==> config.mk <==
export PLATFORM = sky130hd
export DESIGN_NAME = oxide_ff_readback
export DESIGN_NICKNAME = d
export VERILOG_FILES = /design/src/rtl/oxide_rb_pkg.sv /design/src/rtl/oxide_rb_shreg.sv /design/src/rtl/oxide_ff_readback.sv
export SDC_FILE = /design/constraint.sdc
export NUM_CORES = 1
export LEC_CHECK = 0
export CORE_UTILIZATION = 30
export CTS_CLUSTER_DIAMETER = 80
export CTS_CLUSTER_SIZE = 30
export DETAILED_ROUTE_END_ITERATION = 12
export SLEW_MARGIN = 20
export SYNTH_ARGS = -nofsm -noshare
export SYNTH_HDL_FRONTEND = slang
export SYNTH_SLANG_ARGS = --single-unit
==> constraint.sdc <==
create_clock -name CLK -period 1.4 [get_ports CLK]
set_input_delay 0.14 -clock CLK [delete_from_list [all_inputs] [get_ports CLK]]
set_output_delay 0.14 -clock CLK [all_outputs]
set_load 0.02 [all_outputs]
==> src/rtl/oxide_rb_pkg.sv <==
// Shared types for the flip-flop readback block: FSM states and serial bit-order constants.
// The PAR state exists only when OXIDE_FF_READBACK_PARITY_EN is defined.
package oxide_rb_pkg;

`ifdef OXIDE_FF_READBACK_PARITY_EN
  typedef enum logic [1:0] {
    IDLE  = 2'd0,
    SHIFT = 2'd1,
    PAR   = 2'd2,
    FIN   = 2'd3
  } rb_state_e;
`else
  typedef enum logic [1:0] {
    IDLE  = 2'd0,
    SHIFT = 2'd1,
    FIN   = 2'd3
  } rb_state_e;
`endif

  localparam bit ORDER_LSB_FIRST = 1'b0;
  localparam bit ORDER_MSB_FIRST = 1'b1;

endpackage

==> src/rtl/oxide_rb_shreg.sv <==
// Loadable shadow shift register; the head bit (next to leave) is bit 0 or bit WIDTH-1.
// Exposes the head of the next-state value so the parent can register SDO alongside it.
module oxide_rb_shreg
  import oxide_rb_pkg::*;
#(
  parameter int unsigned WIDTH     = 16,
  parameter bit          MSB_FIRST = ORDER_LSB_FIRST
) (
  input  logic             muxclk,
  input  logic             rst,
  input  logic             load,
  input  logic             shift,
  input  logic [WIDTH-1:0] d,
  output logic             head_nxt_c
);

  localparam int unsigned HEAD = (MSB_FIRST == ORDER_MSB_FIRST) ? WIDTH - 1 : 0;

  logic [WIDTH-1:0] q;
  logic [WIDTH-1:0] nxt;

  // Load wins over shift; shift moves the next bit into the head position.
  always_comb begin
    nxt = q;
    if (load) begin
      nxt = d;
    end else if (shift) begin
      if (MSB_FIRST == ORDER_MSB_FIRST) nxt = {q[WIDTH-2:0], 1'b0};
      else                              nxt = {1'b0, q[WIDTH-1:1]};
    end
  end

  always_ff @(posedge muxclk) begin
    if (rst) q <= '0;
    else     q <= nxt;
  end

  assign head_nxt_c = nxt[HEAD];

endmodule

==> src/rtl/oxide_ff_readback.sv <==
// Serial readback of a flip-flop bank: captures Q_IN on REQ and shifts it out with SRDY handshake.
// Define OXIDE_FF_READBACK_PARITY_EN to append an even-parity bit to every frame.
module oxide_ff_readback
  import oxide_rb_pkg::*;
#(
  parameter int unsigned WIDTH     = 16,
  parameter bit          MSB_FIRST = ORDER_LSB_FIRST
) (
  input  logic             CLK,
  input  logic             LSR,
  input  logic [WIDTH-1:0] Q_IN,
  input  logic             REQ,
  input  logic             ABORT,
  input  logic             SRDY,
  output logic             SDO,
  output logic             SVALID,
  output logic             BUSY,
  output logic             DONE
);

  localparam int unsigned CW = $clog2(WIDTH);
  localparam logic [CW-1:0] LAST = CW'(WIDTH - 1);

  rb_state_e     state_q, state_d;
  logic [CW-1:0] cnt_q, cnt_d;
  logic          load_c, shift_c, head_nxt_c;
  logic          sdo_d, svalid_d, done_d;
`ifdef OXIDE_FF_READBACK_PARITY_EN
  logic          par_q, par_d;
`endif

  oxide_rb_shreg #(
    .WIDTH     (WIDTH),
    .MSB_FIRST (MSB_FIRST)
  ) u_shreg (
    .muxclk     (CLK),
    .rst        (LSR),
    .load       (load_c),
    .shift      (shift_c),
    .d          (Q_IN),
    .head_nxt_c (head_nxt_c)
  );

  // Next state, counter and shadow control; ABORT beats a same-cycle transfer.
  always_comb begin
    state_d = state_q;
    cnt_d   = cnt_q;
    load_c  = 1'b0;
    shift_c = 1'b0;
`ifdef OXIDE_FF_READBACK_PARITY_EN
    par_d   = par_q;
`endif
    case (state_q)
      IDLE: begin
        if (REQ) begin
          load_c  = 1'b1;
          cnt_d   = '0;
          state_d = SHIFT;
`ifdef OXIDE_FF_READBACK_PARITY_EN
          par_d   = ^Q_IN;
`endif
        end
      end
      SHIFT: begin
        if (ABORT) begin
          state_d = IDLE;
        end else if (SRDY) begin
          shift_c = 1'b1;
          if (cnt_q == LAST) begin
`ifdef OXIDE_FF_READBACK_PARITY_EN
            state_d = PAR;
`else
            state_d = FIN;
`endif
          end else begin
            cnt_d = cnt_q + CW'(1);
          end
        end
      end
`ifdef OXIDE_FF_READBACK_PARITY_EN
      PAR: begin
        if (ABORT)     state_d = IDLE;
        else if (SRDY) state_d = FIN;
      end
`endif
      FIN:     state_d = IDLE;
      default: state_d = IDLE;
    endcase
  end

  // Outputs are registered from the next state so they line up with the state register.
  always_comb begin
    sdo_d    = 1'b0;
    svalid_d = 1'b0;
    done_d   = 1'b0;
    case (state_d)
      SHIFT: begin
        svalid_d = 1'b1;
        sdo_d    = head_nxt_c;
      end
`ifdef OXIDE_FF_READBACK_PARITY_EN
      PAR: begin
        svalid_d = 1'b1;
        sdo_d    = par_d;
      end
`endif
      FIN:     done_d = 1'b1;
      default: ;
    endcase
  end

  always_ff @(posedge CLK) begin
    if (LSR) begin
      state_q <= IDLE;
      cnt_q   <= '0;
      SDO     <= 1'b0;
      SVALID  <= 1'b0;
      BUSY    <= 1'b0;
      DONE    <= 1'b0;
`ifdef OXIDE_FF_READBACK_PARITY_EN
      par_q   <= 1'b0;
`endif
    end else begin
      state_q <= state_d;
      cnt_q   <= cnt_d;
      SDO     <= sdo_d;
      SVALID  <= svalid_d;
      BUSY    <= svalid_d;
      DONE    <= done_d;
`ifdef OXIDE_FF_READBACK_PARITY_EN
      par_q   <= par_d;
`endif
    end
  end

endmodule

==> impl_metrics.tcl <==
set metrics [dict create \
    start_kind "flip-flop" \
    cts_buffers 3 \
    end_kind "flip-flop" \
    fill_cells 328 \
    cts.sinks 25 \
    viasPerCell 5.08 \
    ios 25 \
    r2r_end "u_shreg.q[10]" \
    min_period_ns 1.35 \
    syn-cell-area_um2 1110 \
    nets 176 \
    synth_flop_cell "dfxtp_1" \
    die-height_um 62.9 \
    fin_util_pct 44.7 \
    hold_buffers 0 \
    synth_simple_gate_area_share_pct 24.5 \
    cts_tree "done" \
    yosys.area_share.adder_pct 1.12 \
    antenna_cells 0 \
    drive_above_1_share_pct 19.0 \
    hold_viol 0 \
    avgSynthCellArea_um2 8.97 \
    core_um2 3440 \
    firstDrtPassIters 4 \
    initial_core_util_pct 32.3 \
    grt_usage_pct 14.5 \
    die_x_um 62.9 \
    clockBufferDepth 2 \
    post-dp-hpwl_mm 1.84 \
    status "completed" \
    vias 1010 \
    ys_top_cells_by_count "25 x dfxtp_1, 14 x a21oi_1, 12 x nand2_1, 12 x nand3_1, 10 x a22oi_1" \
    setup_viol 0 \
    drc 0 \
    min_to "u_shreg.q[15]" \
    synth_nets 146 \
    synth_cell_type_count 36 \
    final-max-slew-violation-count 0 \
    maxCapViolations 0 \
    cp_max_fo 19 \
    ys_seq_area_share_pct 45.0 \
    clkTransAtPathRegs_ns 0.09 \
    h-tree-depth 1 \
    syn-instance-count 124 \
    hp-start "Q_IN[15]" \
    place.gp.congestion 0.795 \
    grt_pass1_vias 1037 \
    netlist_top_cells_area "dfxtp_1 45%, a22oi_1 6.7%, a21oi_1 6.3%" \
    grtUsageMet1_pct 18.2 \
    yosysMostFrequentCell "dfxtp_1" \
    synth_xor_area_share_pct 0 \
    hold_depth 3 \
    synthMuxAreaShare_pct 0.900 \
    yosys_warnings 0 \
    max_freq_mhz 740 \
    grt_max_degree 20 \
    power_density_nw_per_um2 929 \
    cp.required_ns 1.54 \
    grt_antenna_before_repair 0 \
    wl_per_cell_um 13.5 \
    synth_top_area_share_pct 45.0 \
    routed_wl_mm 2.68 \
    critPathKind "flip-flop to flip-flop" \
    arrival_ns 1.49 \
    rr_worst_depth 4 \
    slew-limit-headroom_pct 80.8 \
    drtIter0Drc 52 \
    use_met3_pct 2.19 \
    ant_nets 0 \
    r2r_slack_ns 0.05 \
    grt_setup_unrepaired "true" \
    ys_async_sr_fraction_pct 0 \
    clk_latency_ns 0.26 \
    tightest_slew_ns 0.287 \
    area_growth_pct 38.4 \
    synth-seq-cells 25 \
    place_area_um2 1450 \
    hold_class "input port to flip-flop" \
    row_count 21 \
    final_area_um2 1540 \
    yosysTopAreaCell "dfxtp_1" \
    io_buffers 24 \
    busiest_layer "met2" \
    worstReg2RegStart "state_q[1]" \
    synth_edf_count 0 \
    gr-total-overflow 0 \
    synth_top_family_by_area "simple AND/OR/NAND/NOR gates" \
    synth-compound-area-share_pct 23.1 \
    use_met2_pct 24.2 \
    grt_pass1_wl_mm 4.56 \
    finalClockSkew_ns 0.00239 \
    dieArea_um2 3960 \
    fin_crit_sh_pct 96.5 \
    ctsRootBufferMaster "clkbuf_8" \
    leakage_nw 0.533 \
    vdd_drop_max_mv 0.343 \
]
-- cells by family after synthesis --
kind of cell,Yosys count
buffers and inverters,11
adders and majority gates,1
AOI/OAI and AO/OA,39
DFF,25
and+or+nand+nor,47
muxes,1
-- per-layer routing --
metal	up-vias	wire length, µm
li1	517	-
met1	472	1260
met2	19	1300
met3	2	90
met4	0	34
met5	-	0
-- power by group --
group,internal (mW),switching [mW]
registers,0.749,0.0225
clock network,0.203,0.216
logic,0.131,0.108
total,1.08,0.347
-- cell usage in the layout, fill, tap and decap left out, types with 2 or more instances in the layout --
| master | n |
|---|---|
| clkdlybuf4s50_1 | 24 |
| dfxtp_1 | 21 |
| a21oi_1 | 14 |
| nand3_1 | 12 |
| nand2_1 | 12 |
| buf_4 | 11 |
| a22oi_1 | 10 |
| nor2_1 | 8 |
| o21ai_1 | 3 |
| a311oi_2 | 3 |
| clkbuf_8 | 3 |
| dfxtp_2 | 3 |
| nor2b_1 | 2 |
| a211oi_1 | 2 |
| or3_1 | 2 |
-- layout make-up --
class	count	area, µm²	share of cell area [%]
clock buffer	4	45.0	2.93
tap	46	57.6	3.74
timing repair buffer	36	343	22.3
sequential	25	508	33.0
multi-input combinational	88	586	38.0
-- sequential cells by signal (all words and copies together), names as in the netlist --
signal,cells
BUSY,1
DONE,1
SDO,1
cnt_q,4
state_q,2
u_shreg.q,16
-- how the worst max path moves through the flow --
stage | slack [ns] | start | cells after the start | to
2_1_floorplan | 0.15 | state_q[1] | 5 | u_shreg.q[12]
3_3_place_gp | -0.14 | SRDY | 5 | u_shreg.q[9]
3_5_place_dp | -0.19 | SRDY | 5 | u_shreg.q[11]
4_1_cts | 0.004 | state_q[1] | 4 | u_shreg.q[11]
5_1_grt | -0.04 | state_q[1] | 4 | u_shreg.q[10]
6_report | 0.05 | state_q[1] | 4 | u_shreg.q[10]
-- worst max-delay path, cell delays in order (launching register included) --
cell	delay (ns)
dfxtp_4	0.37
or3b_1	0.40
buf_4	0.22
nor2_1	0.16
a311oi_2	0.07
-- stage by stage --
stage	hold slack, ns	power (mW)	setup WS [ns]	instances	TNS [ns]
floorplan	0.276	0.902	0.147	124	0
global placement	0.451	1.01	-0.137	194	-2.15
detailed placement	0.455	1.02	-0.188	194	-2.64
CTS	0.430	1.44	0.00432	198	0
global route	0.427	1.52	-0.0360	199	-0.0399
finish	0.428	1.43	0.0495	199	0
-- repair_timing --
item | in CTS | in global routing
resized for setup | 2 | 12
pin swaps | 1 | 2
setup buffers | 0 | 1
endpoints found under the setup margin | 2 | 17
Note: power is estimated with default switching activity, not from simulation.
